===== src/rtl/lock_pkg.sv =====
// rtl/lock_pkg.sv - shared types and widths for the canal lock sequencer
package lock_pkg;

  localparam int LEVEL_W = 6;

  typedef enum logic [2:0] {
    IDLE,
    ADJ_IN,
    OPEN_IN,
    CLOSE_IN,
    ADJ_OUT,
    OPEN_OUT,
    CLOSE_OUT
  } state_t;

  typedef enum logic {
    UP,
    DOWN
  } dir_t;

endpackage


===== src/rtl/water_level_ctr.sv =====
// rtl/water_level_ctr.sv - chamber water level with pump step prescaler and saturation
module water_level_ctr
  import lock_pkg::*;
#(
  parameter int LEVEL_MAX   = 63,
  parameter int STEP_CYCLES = 4
) (
  input  logic               clk,
  input  logic               reset,
  input  logic               fill_en,
  input  logic               drain_en,
  output logic [LEVEL_W-1:0] level,
  output logic [LEVEL_W-1:0] level_nxt
);

  localparam int SW = (STEP_CYCLES > 1) ? $clog2(STEP_CYCLES) : 1;
  localparam logic [SW-1:0] STEP_LAST = SW'(STEP_CYCLES - 1);
  localparam logic [LEVEL_W-1:0] LVL_MAX = LEVEL_W'(LEVEL_MAX);

  logic [SW-1:0]      r_step;
  logic [LEVEL_W-1:0] r_level;
  logic               w_pump;
  logic               w_step;

  assign w_pump = fill_en | drain_en;
  assign w_step = w_pump && (r_step == STEP_LAST);

  // level_nxt lets the sequencer shut the pump off on the same edge the target is reached
  always_comb begin
    level_nxt = r_level;
    if (w_step && fill_en && (r_level != LVL_MAX)) begin
      level_nxt = r_level + LEVEL_W'(1);
    end else if (w_step && drain_en && (r_level != '0)) begin
      level_nxt = r_level - LEVEL_W'(1);
    end
  end

  always_ff @(posedge clk or posedge reset) begin
    if (reset) begin
      r_step  <= '0;
      r_level <= '0;
    end else begin
      r_level <= level_nxt;
      r_step  <= (w_pump && !w_step) ? r_step + SW'(1) : '0;
    end
  end

  assign level = r_level;

endmodule


===== src/rtl/lock_sequencer.sv =====
// rtl/lock_sequencer.sv - interlocked fill/drain, gate and boat handoff sequencer for one lock chamber
module lock_sequencer
  import lock_pkg::*;
#(
  parameter int LEVEL_MAX   = 63,
  parameter int HIGH_THRESH = 48,
  parameter int LOW_THRESH  = 2,
  parameter int STEP_CYCLES = 4,
  parameter int GATE_CYCLES = 3
) (
  input  logic               clk,
  input  logic               reset,
  input  logic               up_req,
  input  logic               down_req,
  input  logic               boat_in,
  input  logic               boat_out,
  output logic               gate1_open,
  output logic               gate2_open,
  output logic               fill_en,
  output logic               drain_en,
  output logic [LEVEL_W-1:0] water_level,
  output logic               occupied,
  output logic               up_grant,
  output logic               down_grant
);

  localparam int GW = (GATE_CYCLES > 1) ? $clog2(GATE_CYCLES) : 1;
  localparam logic [GW-1:0] GATE_LAST = GW'(GATE_CYCLES - 1);
  localparam logic [LEVEL_W-1:0] HI = LEVEL_W'(HIGH_THRESH);
  localparam logic [LEVEL_W-1:0] LO = LEVEL_W'(LOW_THRESH);

  state_t             r_state, w_ns;
  dir_t               r_dir, w_dir_nxt;
  logic               r_occ, w_occ_nxt;
  logic [GW-1:0]      r_gcnt;
  logic               r_gate1, r_gate2, r_fill, r_drain, r_up_grant, r_down_grant;
  logic [LEVEL_W-1:0] w_level, w_lvl_nxt;
  logic               w_req, w_in_ok, w_out_ok, w_gate_done, w_closing;
  logic               w_fill_side, w_drain_side;

  water_level_ctr #(
    .LEVEL_MAX  (LEVEL_MAX),
    .STEP_CYCLES(STEP_CYCLES)
  ) u_level (
    .clk      (clk),
    .reset    (reset),
    .fill_en  (r_fill),
    .drain_en (r_drain),
    .level    (w_level),
    .level_nxt(w_lvl_nxt)
  );

  assign w_req       = (r_dir == UP) ? up_req : down_req;
  assign w_in_ok     = (r_dir == UP) ? (w_level >= HI) : (w_level <= LO);
  assign w_out_ok    = (r_dir == UP) ? (w_level <= LO) : (w_level >= HI);
  assign w_gate_done = (r_gcnt == GATE_LAST);

  always_comb begin
    w_ns      = r_state;
    w_dir_nxt = r_dir;
    w_occ_nxt = r_occ;
    case (r_state)
      IDLE: begin
        // r_dir doubles as last_dir here: on a tie serve the side not served last
        if (up_req && down_req) begin
          w_dir_nxt = (r_dir == UP) ? DOWN : UP;
          w_ns      = ADJ_IN;
        end else if (up_req) begin
          w_dir_nxt = UP;
          w_ns      = ADJ_IN;
        end else if (down_req) begin
          w_dir_nxt = DOWN;
          w_ns      = ADJ_IN;
        end
      end
      ADJ_IN:   if (w_in_ok) w_ns = OPEN_IN;
      OPEN_IN: begin
        if (boat_in) begin
          w_occ_nxt = 1'b1;
          w_ns      = CLOSE_IN;
        end else if (!w_req) begin
          w_ns = CLOSE_IN;
        end
      end
      CLOSE_IN: if (w_gate_done) w_ns = r_occ ? ADJ_OUT : IDLE;
      ADJ_OUT:  if (w_out_ok) w_ns = OPEN_OUT;
      OPEN_OUT: begin
        if (boat_out) begin
          w_occ_nxt = 1'b0;
          w_ns      = CLOSE_OUT;
        end
      end
      CLOSE_OUT: if (w_gate_done) w_ns = IDLE;
      default:   w_ns = IDLE;
    endcase
  end

  assign w_closing    = (w_ns == r_state) && ((r_state == CLOSE_IN) || (r_state == CLOSE_OUT));
  assign w_fill_side  = ((w_ns == ADJ_IN) && (w_dir_nxt == UP)) || ((w_ns == ADJ_OUT) && (w_dir_nxt == DOWN));
  assign w_drain_side = ((w_ns == ADJ_IN) && (w_dir_nxt == DOWN)) || ((w_ns == ADJ_OUT) && (w_dir_nxt == UP));

  always_ff @(posedge clk or posedge reset) begin
    if (reset) begin
      r_state      <= IDLE;
      r_dir        <= DOWN;
      r_occ        <= 1'b0;
      r_gcnt       <= '0;
      r_gate1      <= 1'b0;
      r_gate2      <= 1'b0;
      r_fill       <= 1'b0;
      r_drain      <= 1'b0;
      r_up_grant   <= 1'b0;
      r_down_grant <= 1'b0;
    end else begin
      r_state      <= w_ns;
      r_dir        <= w_dir_nxt;
      r_occ        <= w_occ_nxt;
      r_gcnt       <= w_closing ? r_gcnt + GW'(1) : '0;
      r_gate1      <= ((w_ns == OPEN_IN) && (w_dir_nxt == UP)) || ((w_ns == OPEN_OUT) && (w_dir_nxt == DOWN));
      r_gate2      <= ((w_ns == OPEN_IN) && (w_dir_nxt == DOWN)) || ((w_ns == OPEN_OUT) && (w_dir_nxt == UP));
      r_fill       <= w_fill_side && (w_lvl_nxt < HI);
      r_drain      <= w_drain_side && (w_lvl_nxt > LO);
      r_up_grant   <= (w_ns != IDLE) && (w_dir_nxt == UP);
      r_down_grant <= (w_ns != IDLE) && (w_dir_nxt == DOWN);
    end
  end

  assign gate1_open  = r_gate1;
  assign gate2_open  = r_gate2;
  assign fill_en     = r_fill;
  assign drain_en    = r_drain;
  assign water_level = w_level;
  assign occupied    = r_occ;
  assign up_grant    = r_up_grant;
  assign down_grant  = r_down_grant;

endmodule


===== config.mk =====
export PLATFORM = sky130hd
export DESIGN_NAME = lock_sequencer
export DESIGN_NICKNAME = d
export VERILOG_FILES = /design/src/rtl/lock_pkg.sv /design/src/rtl/water_level_ctr.sv /design/src/rtl/lock_sequencer.sv
export SDC_FILE = /design/constraint.sdc
export NUM_CORES = 1
export LEC_CHECK = 0
export BUFFER_PORTS_ARGS = -buffer_cell sky130_fd_sc_hd__buf_2
export CAP_MARGIN = 25
export CORE_UTILIZATION = 40
export CTS_BUF_LIST = sky130_fd_sc_hd__clkbuf_16
export DETAILED_ROUTE_END_ITERATION = 8
export PLACE_DENSITY = 0.69
export SYNTH_ARGS = -nofsm -noshare
export SYNTH_HDL_FRONTEND = slang
export SYNTH_HIERARCHICAL = 1
export SYNTH_SLANG_ARGS = --single-unit
export TNS_END_PERCENT = 100

===== constraint.sdc =====
create_clock -name clk -period 4.97 [get_ports clk]
set_input_delay 0.497 -clock clk [delete_from_list [all_inputs] [get_ports clk]]
set_output_delay 0.497 -clock clk [all_outputs]
set_load 0.02 [all_outputs]

Word-level counts from Yosys, hierarchy flattened. Cells that the tools add are included.

Register bits: 21. Input bits: 6. Output and inout port bits: 13. Logic and storage cells: 96.

Add/sub/neg operators: 4. Magnitude comparators: 4. Eq/ne operators: 16. Muxes and demuxes: 27. Bitwise operators: 2. Reductions and logical operators: 31.

Operators with widths (count): 2-to-1 mux 3 bit (11); case mux 3 bit (7 select lines) (1); logical AND 1 bit (20); == test 3 bit (second input constant) (5); 2-to-1 mux 6 bit (2); 2-to-1 mux 1 bit (10); == test 3 x 2 -> 1 bit (second input constant) (3); adder 6 x 1 -> 6 bit (second input constant) (1); == test 3 x 1 -> 1 bit (second input constant) (2); greater-or-equal comparator 6 bit (second input constant) (1); > comparator 6 x 2 -> 1 bit (second input constant) (1); less-or-equal comparator 6 x 2 -> 1 bit (second input constant) (1); < comparator 6 bit (second input constant) (1); inequality test 6 bit (second input constant) (1); nonzero test 6 bit (1); subtractor 6 x 1 -> 6 bit (second input constant) (1); logical OR 1 bit (5); adder 2 x 1 -> 2 bit (second input constant) (2); == test 2 bit (second input constant) (2); 2-to-1 mux 2 bit (2); inequality test 2 bit (second input constant) (2); == test 3 bit (1); zero test 3 bit (1); AND reduction 3 bit (1); 6 further kinds (6).

Logic depth before layout (Yosys ltp).
Depth after elaboration: 8. Gate-level depth with buffers: 9. Depth with buffers taken out: 9.

Modules after synthesis. Netlist, hierarchy kept.

By module, submodules not included: lock_sequencer (times used 1, cells each 84, area an instance 800.8 um^2, sequential area each 326.6 um^2); water_level_ctr (times used 1, cells each 58, area an instance 564.3 um^2, sequential area each 200.2 um^2).

Worst setup path after synthesis. No wires, ideal clock.

Kind: reg-to-reg. From: reg u_level.r_level[0] (netlist: u_level/level[0]). To: reg r_drain (netlist: drain_en). Library setup time: 0.129 ns. Arrival time: 2.136 ns. Required time: 4.841 ns. Setup slack: 2.704 ns. Stages on the path, launching flop included: 9. Buffers on the path: 0. Period minus slack after synthesis: 2.266 ns. Cell sequence: dfrtp_1 > ha_1 > and2_1 > nor4_1 > o21a_1 > nor2_1 > or4_1 > a21oi_1 > a211oi_1.

Elaborated cells between the ends (all ways): 22. Classes of those cells: 2 x add/sub; 3 x order compare; 3 x eq/ne; 7 x mux; 7 x reduce/logical.

RTL lines: from (decl) (line water_level_ctr.sv:21) `logic [LEVEL_W-1:0] r_level;`; from (signal assigned) (line water_level_ctr.sv:43) `r_level <= level_nxt;`; branches (longest 3 deep; another with subtractor 6 x 1 -> 6 bit); 2-to-1 mux 6 bit * (line water_level_ctr.sv:31) `if (w_step && fill_en && (r_level != LVL_MAX)) begin`; net w_lvl_nxt[5] (line lock_sequencer.sv:37) `logic [LEVEL_W-1:0] w_level, w_lvl_nxt;`; > comparator 6 x 2 -> 1 bit * (line lock_sequencer.sv:122) `r_drain <= w_drain_side && (w_lvl_nxt > LO);`; logical AND 1 bit * (line lock_sequencer.sv:122); to (signal assigned) (line lock_sequencer.sv:122); to (decl) (line lock_sequencer.sv:36) `logic r_gate1, r_gate2, r_fill, r_drain, r_up_grant, r_down_grant;`.

Mark *: on every way through the listed nets, which the timed path passes. A chain may end at the register's enable or synchronous reset.

Final worst setup path. Same ends and word-level chain as after synthesis.

==> summary.md <==
| Metric | Value |
|---|---|
| Clk root buf | `clkbuf_16` |
| Latest clock arrival within the worst-skew pair | `0.25 ns` |
| Worst path arrival time | `2.51 ns` |
| Ratio of final minimum period to clock period | `between 40 and 50%` |
| CTS tree | `done` |
| Least-Margin Pin Slew | `0.517 ns` |
| Peak supply drop | `0.293 mV` |
| Relative slew slack | `65.5%` |
| Critical path's slowest cell | `or4_1` |
| Number of instances in the placed design | `199` |
| Buf/Inv on CP | `0` |
| WL met2 | `about 1500 um` |
| Ant diodes | `0` |
| Vias in the first global route | `roughly 1.1k` |
| WL/cell | `14.9 um` |
| Initial antenna violation count | `0` |
| FF+latch count, synth | `21` |
| Crit-path cells | `ha_1 > nand2_1 > o21ai_2 > a21oi_1 > xor2_1 > or4_1 > a21oi_1 > a211oi_1` |
| Post-cts sizing count | `0` |
| CP most frequent cell | `a21oi_1` |
| PortBufs | `18` |
| Max-slew violation count | `0` |
| Routed wire length on met3 | `just over 100 um` |
| Via count | `between 1k and 1.5k` |
| Drt initial violations | `94` |
| Metal1 wirelength | `1340 um` |
| Endpoint type of the worst setup path | `register` |
| CP max stage delay | `between 0.5 and 0.6 ns` |
| Most used DFF post-synth | `dfrtp_1` |
| Chip Height | `between 60 and 70 um` |
| Die Area | `3650 um^2` |
| Share of cells above drive strength 1 | `22.6%` |
| Post-route cell area | `1540 um^2` |
| Final Non-Filler Cells | `203` |
| Maxcap violations | `0` |
| Seq/Total Area, Yosys | `roughly 39%` |
| Leakage | `0.700 nW` |
| Startpoint Class | `register` |
| Setup TNS | `0 ns` |
| WL final | `~3000 um` |
| PwrDens | `around 470 nW/um^2` |
| Mapped Area | `~1400 um^2` |
| Post-DP HPWL | `2290 um` |
| CTS Buf Count | `3` |
| P&R area growth vs syn | `13.1%` |
| Detail Route Antenna Nets | `0` |
| Setup Buffers After CTS | `0` |
| Final hold vios | `0` |
| GP Congestion | `0.914` |
| Starting Density | `43.3%` |
| Number of synthesized flops with an enable pin | `0` |
| Mapped Nets | `around 150` |
| Worst-path clk slew | `0.06 ns` |
| Distinct cell type count after synthesis | `47` |
| Worst-case clock buffer depth | `2` |
| Hold crit path type | `input pin to async pin` |
| GRT Overall Usage | `between 10% and 20%` |
| Largest net degree at the start of global routing | `14` |
| Yosys warns | `6` |
| Site Rows | `20` |
| CTS Sinks | `21` |
| Clk_skew | `0.00204 ns` |
| Hold slack | `around 0.19 ns` |
| Async set-reset flop share out of synthesis | `100%` |
| DR vias/cell | `5.65` |
| Status | `finished, final reports clean` |
| Max Fclk | `around 420 MHz` |
| Grt ovf | `0` |
| Die W | `around 60 um` |
| Delay-heaviest family, CP | `compound AO/OA/AOI/OAI gates` |
| I/O pin total | `19` |
| Number of cells on the worst reg-to-reg path | `8` |
| H-tree depth | `1` |
| Unrepaired setup endpoints after global routing | `no` |
| Area after DPL | `around 1500 um^2` |
| Fillers | `319` |
| Finish-stage setup viols | `0` |
| Avg Inst Size Synth | `9.61 um^2` |
| Post-layout min period | `2.38 ns` |
| CORE AREA | `3150 um^2` |
| Max Used Layer | `met4` |
| Required time of the worst setup path | `5.10 ns` |
| Fin util | `49.0%` |
| First-pass GRT wire length | `between 4000 and 5000 um` |
| Nets@finish | `171` |
| Post-cts hold buffer count | `0` |
| Critical-path maximum fanout | `9` |
| Synth Instances | `between 100 and 150` |
| DRC Markers | `0` |
| Drt pass-1 iters | `4` |
| WS Path Type | `register to register` |
| Number of cells on the critical path | `8` |
==> where the power goes <==
| part | internal [mW] | leakage, nW | switching (mW) |
|---|---|---|---|
| clock | 0.108 | 0.0409 | 0.0591 |
| combinational | 0.120 | 0.388 | 0.179 |
| sequential | 0.213 | 0.271 | 0.0511 |
| total | 0.441 | 0.700 | 0.289 |
==> stage by stage <==
stage	power, mW	worst slack [ns]
floorplan	0.518	2.70
global placement	0.553	2.66
detailed placement	0.564	2.62
CTS	0.732	2.60
global route	0.783	2.43
finish	0.730	2.59
==> layout by cell type (no fill, tap or decap), types with 2 or more instances in the layout <==
cell and n:
xor2_1 2, o21ai_0 7, and2_1 2, clkbuf_16 3
a21oi_1 7, and2_2 2, nand2b_1 2, nor2_1 11
nand2_1 10, or3_1 2, a32oi_1 2, ha_1 5
mux2i_1 4, o21a_1 3, buf_2 18, or4_1 3
nor4_1 2, nor3_1 3, dfrtp_1 20, inv_1 11
xnor2_1 2, nand3_1 2, a31oi_1 5, a211oi_1 2
nand4_1 3, a32o_1 2, o22ai_2 2, nor4b_1 3
==> routing by layer <==
metal  vias up  global-route usage, %
met5         -                      0
li1        556                      -
met1       551                   22.9
met3         6                   1.92
met4         0                   6.82
met2        33                   33.8
==> synth_stat cells, types with 3 or more instances <==
library cell,count,share of area [%]
a21oi_1,7,2.6
inv_1,11,3.0
o21a_1,3,1.6
nor2_1,11,3.0
o21ai_0,7,2.6
dfrtp_1,20,37
nand4_1,3,1.4
nand2_1,10,2.8
a31oi_1,5,2.3
nor3_1,3,1.1
or4_1,3,1.6
nor4b_1,3,1.9
mux2i_1,4,2.9
buf_6,3,2.5
ha_1,5,4.6
==> registers in the layout, indices dropped and copies added, names as in the netlist <==
signal / flops
u_level/level: 6
r_state: 3
r_gcnt: 2
u_level/r_step: 2
down_grant: 1
drain_en: 1
fill_en: 1
gate1_open: 1
gate2_open: 1
occupied: 1
r_dir: 1
up_grant: 1
==> cell families (layout without fill, tap and decap cells) <==
kind of cell | count (synthesis) | after routing | share of synthesized area [%]
AOI/OAI and AO/OA | 36 | 36 | 18.4
and+or+nand+nor | 54 | 54 | 25.1
buffers and inverters | 17 | 34 | 6.69
adders and majority gates | 5 | 5 | 4.58
muxes | 5 | 5 | 4.03
xor gates and xnor gates | 4 | 4 | 2.57
DFF | 21 | 21 | 38.6
==> area by class of cell <==
cell class	count	area [um^2]	share of cell area, %
inverters	12	45.0	2.92
multi-input cells	104	747	48.4
clock inverters	1	5.00	0.324
clock buffers	3	75.1	4.86
flip-flops and latches	21	527	34.1
repair buffers	18	90.1	5.83
well taps	44	55.1	3.57
==> final timing paths <==
path,end,slack (ns),from
max,drain_en,2.59,u_level/level[0]
min,u_level/level[4],0.19,reset
max reg2reg,drain_en,2.59,u_level/level[0]
min reg2reg,r_gcnt[0],0.42,r_gcnt[0]
max in group asynchronous,r_dir,4.33,reset
min in group clk,r_gcnt[0],0.42,r_gcnt[0]
==> worst register-to-register path, stage by stage (launching register included) <==
cell and delay, ns:
dfrtp_1 0.49, ha_1 0.28, nand2_1 0.12, o21ai_2 0.34, a21oi_1 0.13, xor2_1 0.20
or4_1 0.52, a21oi_1 0.13, a211oi_1 0.06
Power figures use the tool's default switching activity.
